### src/rtl/seq_multiplier.sv
`default_nettype none
// ============================================================================
// Module      : seq_multiplier
// Description : Iterative shift-and-add multiplier for MULT/MULTU. One WIDTH-bit
//               add per CALC cycle, with its carry-out shifted into the
//               partial product. Signed operands are converted to magnitudes
//               at start and the product is negated once at the end.
// Revision    : 1.0 - initial release
// ============================================================================
module seq_multiplier #(
    parameter int WIDTH = 64,
    parameter int CNT_W = 7
) (
    input  logic             clk,
    input  logic             rst,
    input  logic             start,
    input  logic             is_signed,
    input  logic [WIDTH-1:0] a,
    input  logic [WIDTH-1:0] b,
    output logic             busy,
    output logic             done,
    output logic [WIDTH-1:0] hi,
    output logic [WIDTH-1:0] lo
);

    typedef enum logic [1:0] {
        S_IDLE = 2'd0,
        S_LOAD = 2'd1,
        S_CALC = 2'd2,
        S_FIX  = 2'd3
    } state_t;

    localparam logic [CNT_W-1:0]   C_CNT_LAST = CNT_W'(WIDTH - 1);
    localparam logic [CNT_W-1:0]   C_CNT_ONE  = CNT_W'(1);
    localparam logic [WIDTH-1:0]   C_ONE_W    = WIDTH'(1);
    localparam logic [2*WIDTH-1:0] C_ONE_P    = (2*WIDTH)'(1);

    state_t             state_q;
    logic [CNT_W-1:0]   cnt_q;
    logic [WIDTH-1:0]   mcand_q;
    logic [WIDTH-1:0]   acc_q;
    logic [WIDTH-1:0]   low_q;
    logic               neg_q;
    logic               busy_q;
    logic               done_q;
    logic [WIDTH-1:0]   hi_q;
    logic [WIDTH-1:0]   lo_q;

    logic [WIDTH-1:0]   a_mag_d;
    logic [WIDTH-1:0]   b_mag_d;
    logic               neg_d;
    logic [WIDTH:0]     sum_d;
    logic [2*WIDTH-1:0] prod_d;

    // Operand magnitudes, the per-cycle add with carry-out, and the sign fix-up.
    // The most-negative value negates to itself, which read unsigned is the
    // correct magnitude 2^(WIDTH-1).
    always_comb begin
        a_mag_d = (is_signed && a[WIDTH-1]) ? ((~a) + C_ONE_W) : a;
        b_mag_d = (is_signed && b[WIDTH-1]) ? ((~b) + C_ONE_W) : b;
        neg_d   = is_signed & (a[WIDTH-1] ^ b[WIDTH-1]);
        sum_d   = low_q[0] ? ({1'b0, acc_q} + {1'b0, mcand_q}) : {1'b0, acc_q};
        prod_d  = neg_q ? ((~{acc_q, low_q}) + C_ONE_P) : {acc_q, low_q};
    end

    // Control FSM and datapath registers; reset aborts any operation in flight.
    always_ff @(posedge clk) begin
        if (rst) begin
            state_q <= S_IDLE;
            cnt_q   <= '0;
            mcand_q <= '0;
            acc_q   <= '0;
            low_q   <= '0;
            neg_q   <= 1'b0;
            busy_q  <= 1'b0;
            done_q  <= 1'b0;
            hi_q    <= '0;
            lo_q    <= '0;
        end else begin
            done_q <= 1'b0;
            case (state_q)
                S_IDLE: begin
                    if (start) begin
                        // Capture everything now so later operand changes are harmless.
                        mcand_q <= a_mag_d;
                        low_q   <= b_mag_d;
                        neg_q   <= neg_d;
                        busy_q  <= 1'b1;
                        state_q <= S_LOAD;
                    end
                end
                S_LOAD: begin
                    acc_q   <= '0;
                    cnt_q   <= '0;
                    state_q <= S_CALC;
                end
                S_CALC: begin
                    // Shift {carry, acc, low} right by one.
                    acc_q   <= sum_d[WIDTH:1];
                    low_q   <= {sum_d[0], low_q[WIDTH-1:1]};
                    cnt_q   <= cnt_q + C_CNT_ONE;
                    if (cnt_q == C_CNT_LAST) begin
                        state_q <= S_FIX;
                    end
                end
                S_FIX: begin
                    hi_q    <= prod_d[2*WIDTH-1:WIDTH];
                    lo_q    <= prod_d[WIDTH-1:0];
                    done_q  <= 1'b1;
                    busy_q  <= 1'b0;
                    state_q <= S_IDLE;
                end
                default: begin
                    state_q <= S_IDLE;
                end
            endcase
        end
    end

    assign busy = busy_q;
    assign done = done_q;
    assign hi   = hi_q;
    assign lo   = lo_q;

endmodule
`default_nettype wire

### config.mk
export PLATFORM = sky130hd
export DESIGN_NAME = seq_multiplier
export DESIGN_NICKNAME = d
export VERILOG_FILES = /design/src/rtl/seq_multiplier.sv
export SDC_FILE = /design/constraint.sdc
export NUM_CORES = 1
export LEC_CHECK = 0
export ABC_AREA = 1
export CAP_MARGIN = 0
export CORE_AREA = 2 2 294 296
export DETAILED_ROUTE_END_ITERATION = 8
export DIE_AREA = 0 0 296 298
export PLACE_DENSITY = 0.62
export SKIP_CTS_REPAIR_TIMING = 1
export SYNTH_ARGS = -nofsm -noshare
export SYNTH_HDL_FRONTEND = slang
export SYNTH_SLANG_ARGS = --single-unit
### constraint.sdc
create_clock -name clk -period 2.47 [get_ports clk]
set_clock_uncertainty 0.2 [all_clocks]
set_input_delay 0.494 -clock clk [delete_from_list [all_inputs] [get_ports clk]]
set_output_delay 0.494 -clock clk [all_outputs]
set_load 0.02 [all_outputs]
==> summary.md <==
| Metric | Value |
|---|---|
| Status | `finished, violations left` |
| Failing checks | `negative setup slack` |
| Fill count | `8865` |
| Slowest CP cell | `dfxtp_4` |
| CTS Buf Count | `43` |
| Final RePlAce weighted congestion | `1.025` |
| Cells after Synth | `4971` |
| Reg-to-reg endpoint | `hi[33]` |
| Seq pwr share | `19.2%` |
| Crit-path leading delay family | `simple AND/OR/NAND/NOR gates` |
| CTS tree | `built` |
| Die Y | `298 um` |
| Top-area cell type share of the netlist area | `23.79%` |
| Drt wl/cell | `19.94 um` |
| # DRC | `0` |
| Arrival time worst endpoint | `2.87 ns` |
| Worst hold start | `rst` |
| Primary FF master, synth | `dfxtp_1` |
| Post-DP HPWL | `118.7 mm` |
| Power Density | `918.2 mW/mm2` |
| Switching share of total power | `48.41%` |
| Worst-path clk slew | `0.06 ns` |
| Hold crit path type | `input port to flop` |
| WL met3 | `9.232 mm` |
| Path depth of the worst reg2reg path | `15` |
| Met2 routed WL | `65.36 mm` |
| Clock Power Share | `17.2%` |
| Die Span X | `296 um` |
| Rel. slew slack | `32.02%` |
| First-pass GRT wire length | `210.4 mm` |
| CP max FO | `5` |
| Area Overhead vs Synth | `53.56%` |
| Final Non-Filler Cells | `7261` |
| Switching pwr | `19070 uW` |
| Worst hold margin | `0.07168 ns` |
| Area of the multi-input gates | `0.01993 mm2` |
| GRT overflow | `0` |
| Post-placement setup slack | `-0.7056 ns` |
| Tmin final | `2.515 ns` |
| Share of layout cells above drive strength 1 | `26.68%` |
| Avg Inst Size Synth | `5.621 um2` |
| Vias in the first global route | `33831` |
| Maximum clock path buffer count | `3` |
| Met1 wire length | `62.61 mm` |
| EDFF count, synth | `0` |
| Synth top area cells | `dfxtp_1, nand2_1, inv_1` |
| Buffers on Ports | `261` |
| Worst reg2reg path startpoint | `acc_q[0]` |
| Synth unique cells | `53` |
| Diode count | `0` |
| Worst-skew pair later-pin latency | `0.61 ns` |
| Core box area | `0.08488 mm2` |
| Final period util | `101.8%` |
| ANT nets after route | `0` |
| Sequential area share after synthesis | `23.79%` |
| CTS HTree Levels | `2` |
| CP Launch Type | `flop` |
| RSZ-0062 raised after global routing | `true` |
| WHS Endpoint | `mcand_q[58]` |
| FF+latch area | `0.006743 mm2` |
| IO Pins | `262` |
| 1st-pass router iterations | `6` |
| VDD IR-drop max | `0.6746 mV` |
| Number of antenna violations at the first check in global routing | `2` |
| Final Hold Viols | `0` |
| Crit path required time | `2.82 ns` |
| Largest net degree at the start of global routing | `112` |
| Buf+Inv Stages, Crit Path | `5` |
| Post-Place Cells | `7157` |
| Max-Cap Viols | `0` |
| Crit path kind | `flop to flop` |
| Via Count | `36614` |
| YS warnings | `0` |
| Leak | `0.02060 uW` |
| Vias/cell | `5.043` |
| Row count | `107` |
| Final setup vio count | `1` |
| Hold path cells | `4` |
| Die area | `0.08821 mm2` |
| Actual slew at the worst max-slew pin | `1.020 ns` |
| Initial drt markers | `3180` |
| Most frequent cell on the critical path | `nand2_2` |
| GRT Overall Usage | `31.54%` |
| Total wire length | `144.8 mm` |
| Final net count | `6287` |
| Pint | `20330 uW` |
| Flop2flop setup slack | `-0.04 ns` |
| Yosys reg bits | `332` |
| Root Driver | `clkbuf_16` |
| Setup ws final | `-0.04483 ns` |
| Synthesized Nets | `5175` |
| Top sig layer | `met5` |
| Largest area contributor in the netlist | `dfxtp_1` |
| Crit. End Element | `flop` |
| Synthesized area | `0.02794 mm2` |
| Util after Layout | `50.55%` |
| Crit-path cells | `buf_8 -> clkinvlp_4 -> buf_6 -> nand4_1 -> nor2_2 -> nand2_2 -> buf_6 -> nor2_4 -> nand2_2 -> nor2_4 -> xor2_1 -> nand2_1 -> nand3_4 -> nand2_2 -> inv_1` |
| Comb pwr share | `63.5%` |
| Max-slew violation count | `0` |
| Worst path max stage delay | `0.36 ns` |
| Asr flop ratio synth | `0%` |
| Initial Utilization | `32.92%` |
| Clk sinks | `332` |
| FMAX | `397.6 MHz` |
-- power by group through the flow --
stage | logic [uW] | registers (uW) | clock network [uW]
after CTS | 22400 | 7380 | 6880
final | 25000 | 7570 | 6790
after global routing | 26700 | 7660 | 7070
after detailed placement | 22300 | 7490 | 0
after global placement | 22300 | 7480 | 0
after floorplan | 10700 | 7660 | 0
-- cell usage in the layout (no fill, tap or decap), types with 7 or more instances in the layout --
cell type | netlist | routed
o21ai_2 | 5 | 13
ha_1 | 71 | 22
o21ai_1 | 25 | 44
nor3_4 | 4 | 7
nor2_1 | 718 | 588
nor2_2 | 9 | 109
nand3_2 | 8 | 40
dfxtp_2 | 0 | 53
clkinv_2 | 0 | 13
ha_4 | 0 | 46
inv_1 | 763 | 711
inv_2 | 4 | 47
a21oi_2 | 5 | 34
o211ai_1 | 74 | 74
buf_6 | 0 | 29
nand2_2 | 13 | 93
nand3_4 | 1 | 20
nand2_4 | 0 | 23
nand4_1 | 139 | 139
dfxtp_4 | 0 | 8
nand2_1 | 1432 | 1329
a21oi_1 | 412 | 383
clkdlybuf4s50_1 | 0 | 258
clkinvlp_4 | 0 | 9
a31oi_1 | 11 | 11
nor3_1 | 52 | 40
xnor2_1 | 19 | 17
o21ai_0 | 231 | 201
o221ai_1 | 27 | 27
dfxtp_1 | 332 | 271
clkbuf_16 | 0 | 43
xor2_1 | 113 | 107
nor2_4 | 11 | 41
buf_12 | 0 | 29
nand3_1 | 269 | 218
nand3b_1 | 10 | 10
buf_4 | 0 | 914
nor3_2 | 2 | 11
-- flip-flops by register name (all words and copies together), names as in the netlist --
name and flops:
hi 64, neg_q 1, acc_q 64, mcand_q 64, low_q 64, busy 1, state_q 2, done 1
lo 64, cnt_q 7
-- metrics by stage --
| stage | total power, uW | instance area, um2 | setup TNS, ns |
|---|---|---|---|
| after floorplan | 18380 | 27940 | 0 |
| after CTS | 36670 | 40290 | -9.351 |
| after detailed placement | 29790 | 38810 | -34.60 |
| after global routing | 41440 | 42910 | -2.229 |
| after global placement | 29760 | 38810 | -31.86 |
| final | 39400 | 42910 | -0.04483 |
-- final cells by class --
cell class                      instances  share of cell area [%]
Clock buffer                           52                   2.726
Clock inverter                         27                  0.7348
Inverter                              769                   6.797
Multi-Input combinational cell       3703                   46.44
Sequential cell                       332                   15.71
Tap cell                             1144                   3.336
Timing Repair Buffer                 1234                   24.25
-- cell families (layout without fill, tap and decap cells) --
| logic type | count (synthesis) | count (layout) | share of synthesized area (%) |
|---|---|---|---|
| simple gates | 2691 | 2691 | 40.21 |
| xor+xnor | 132 | 132 | 4.138 |
| fa+ha+maj | 72 | 72 | 3.251 |
| compound gates | 808 | 808 | 15.95 |
| buf+inv | 936 | 2082 | 12.67 |
| flops | 332 | 332 | 23.79 |
-- tightest hold or removal path: stages --
cell and delay [ns]:
buf_6 0.18, nor2_1 0.07, nand2_1 0.05, inv_1 0.03
-- per-layer routing --
| metal | GRT usage (%) | vias to the layer above |
|---|---|---|
| met5 | 0 | - |
| li1 | - | 18078 |
| met3 | 3.894 | 277 |
| met1 | 41.89 | 16915 |
| met2 | 51.08 | 1338 |
| met4 | 13.72 | 6 |
-- worst max-delay path by stage --
stage | startpoint | endpoint | slack [ns] | cells past startpoint
global route | low_q[26] | lo[48] | -0.12 | 13
detailed placement | b[6] | low_q[27] | -0.71 | 10
finish | acc_q[0] | hi[33] | -0.04 | 15
CTS | acc_q[0] | hi[18] | -0.38 | 14
global placement | b[0] | low_q[27] | -0.70 | 10
floorplan | low_q[0] | hi[18] | 0.03 | 15
-- cell usage after synthesis, drive strengths merged, types with 2 or more instances --
cell type     n
xnor2        19
nand3       278
o221ai       27
a21oi       417
o21a          2
inv         767
a21o          2
buf          38
a211oi        2
o21ai       262
nand4       140
nor2        739
o211ai       74
nand2      1445
nand3b       10
a31oi        12
clkinv        2
xor2        113
dfxtp       332
o31ai         4
nor3         58
nor4          5
and2          2
clkbuf      129
nor3b         5
ha           71
o21bai        2
or2           6
(Power assumes the default switching activity.)
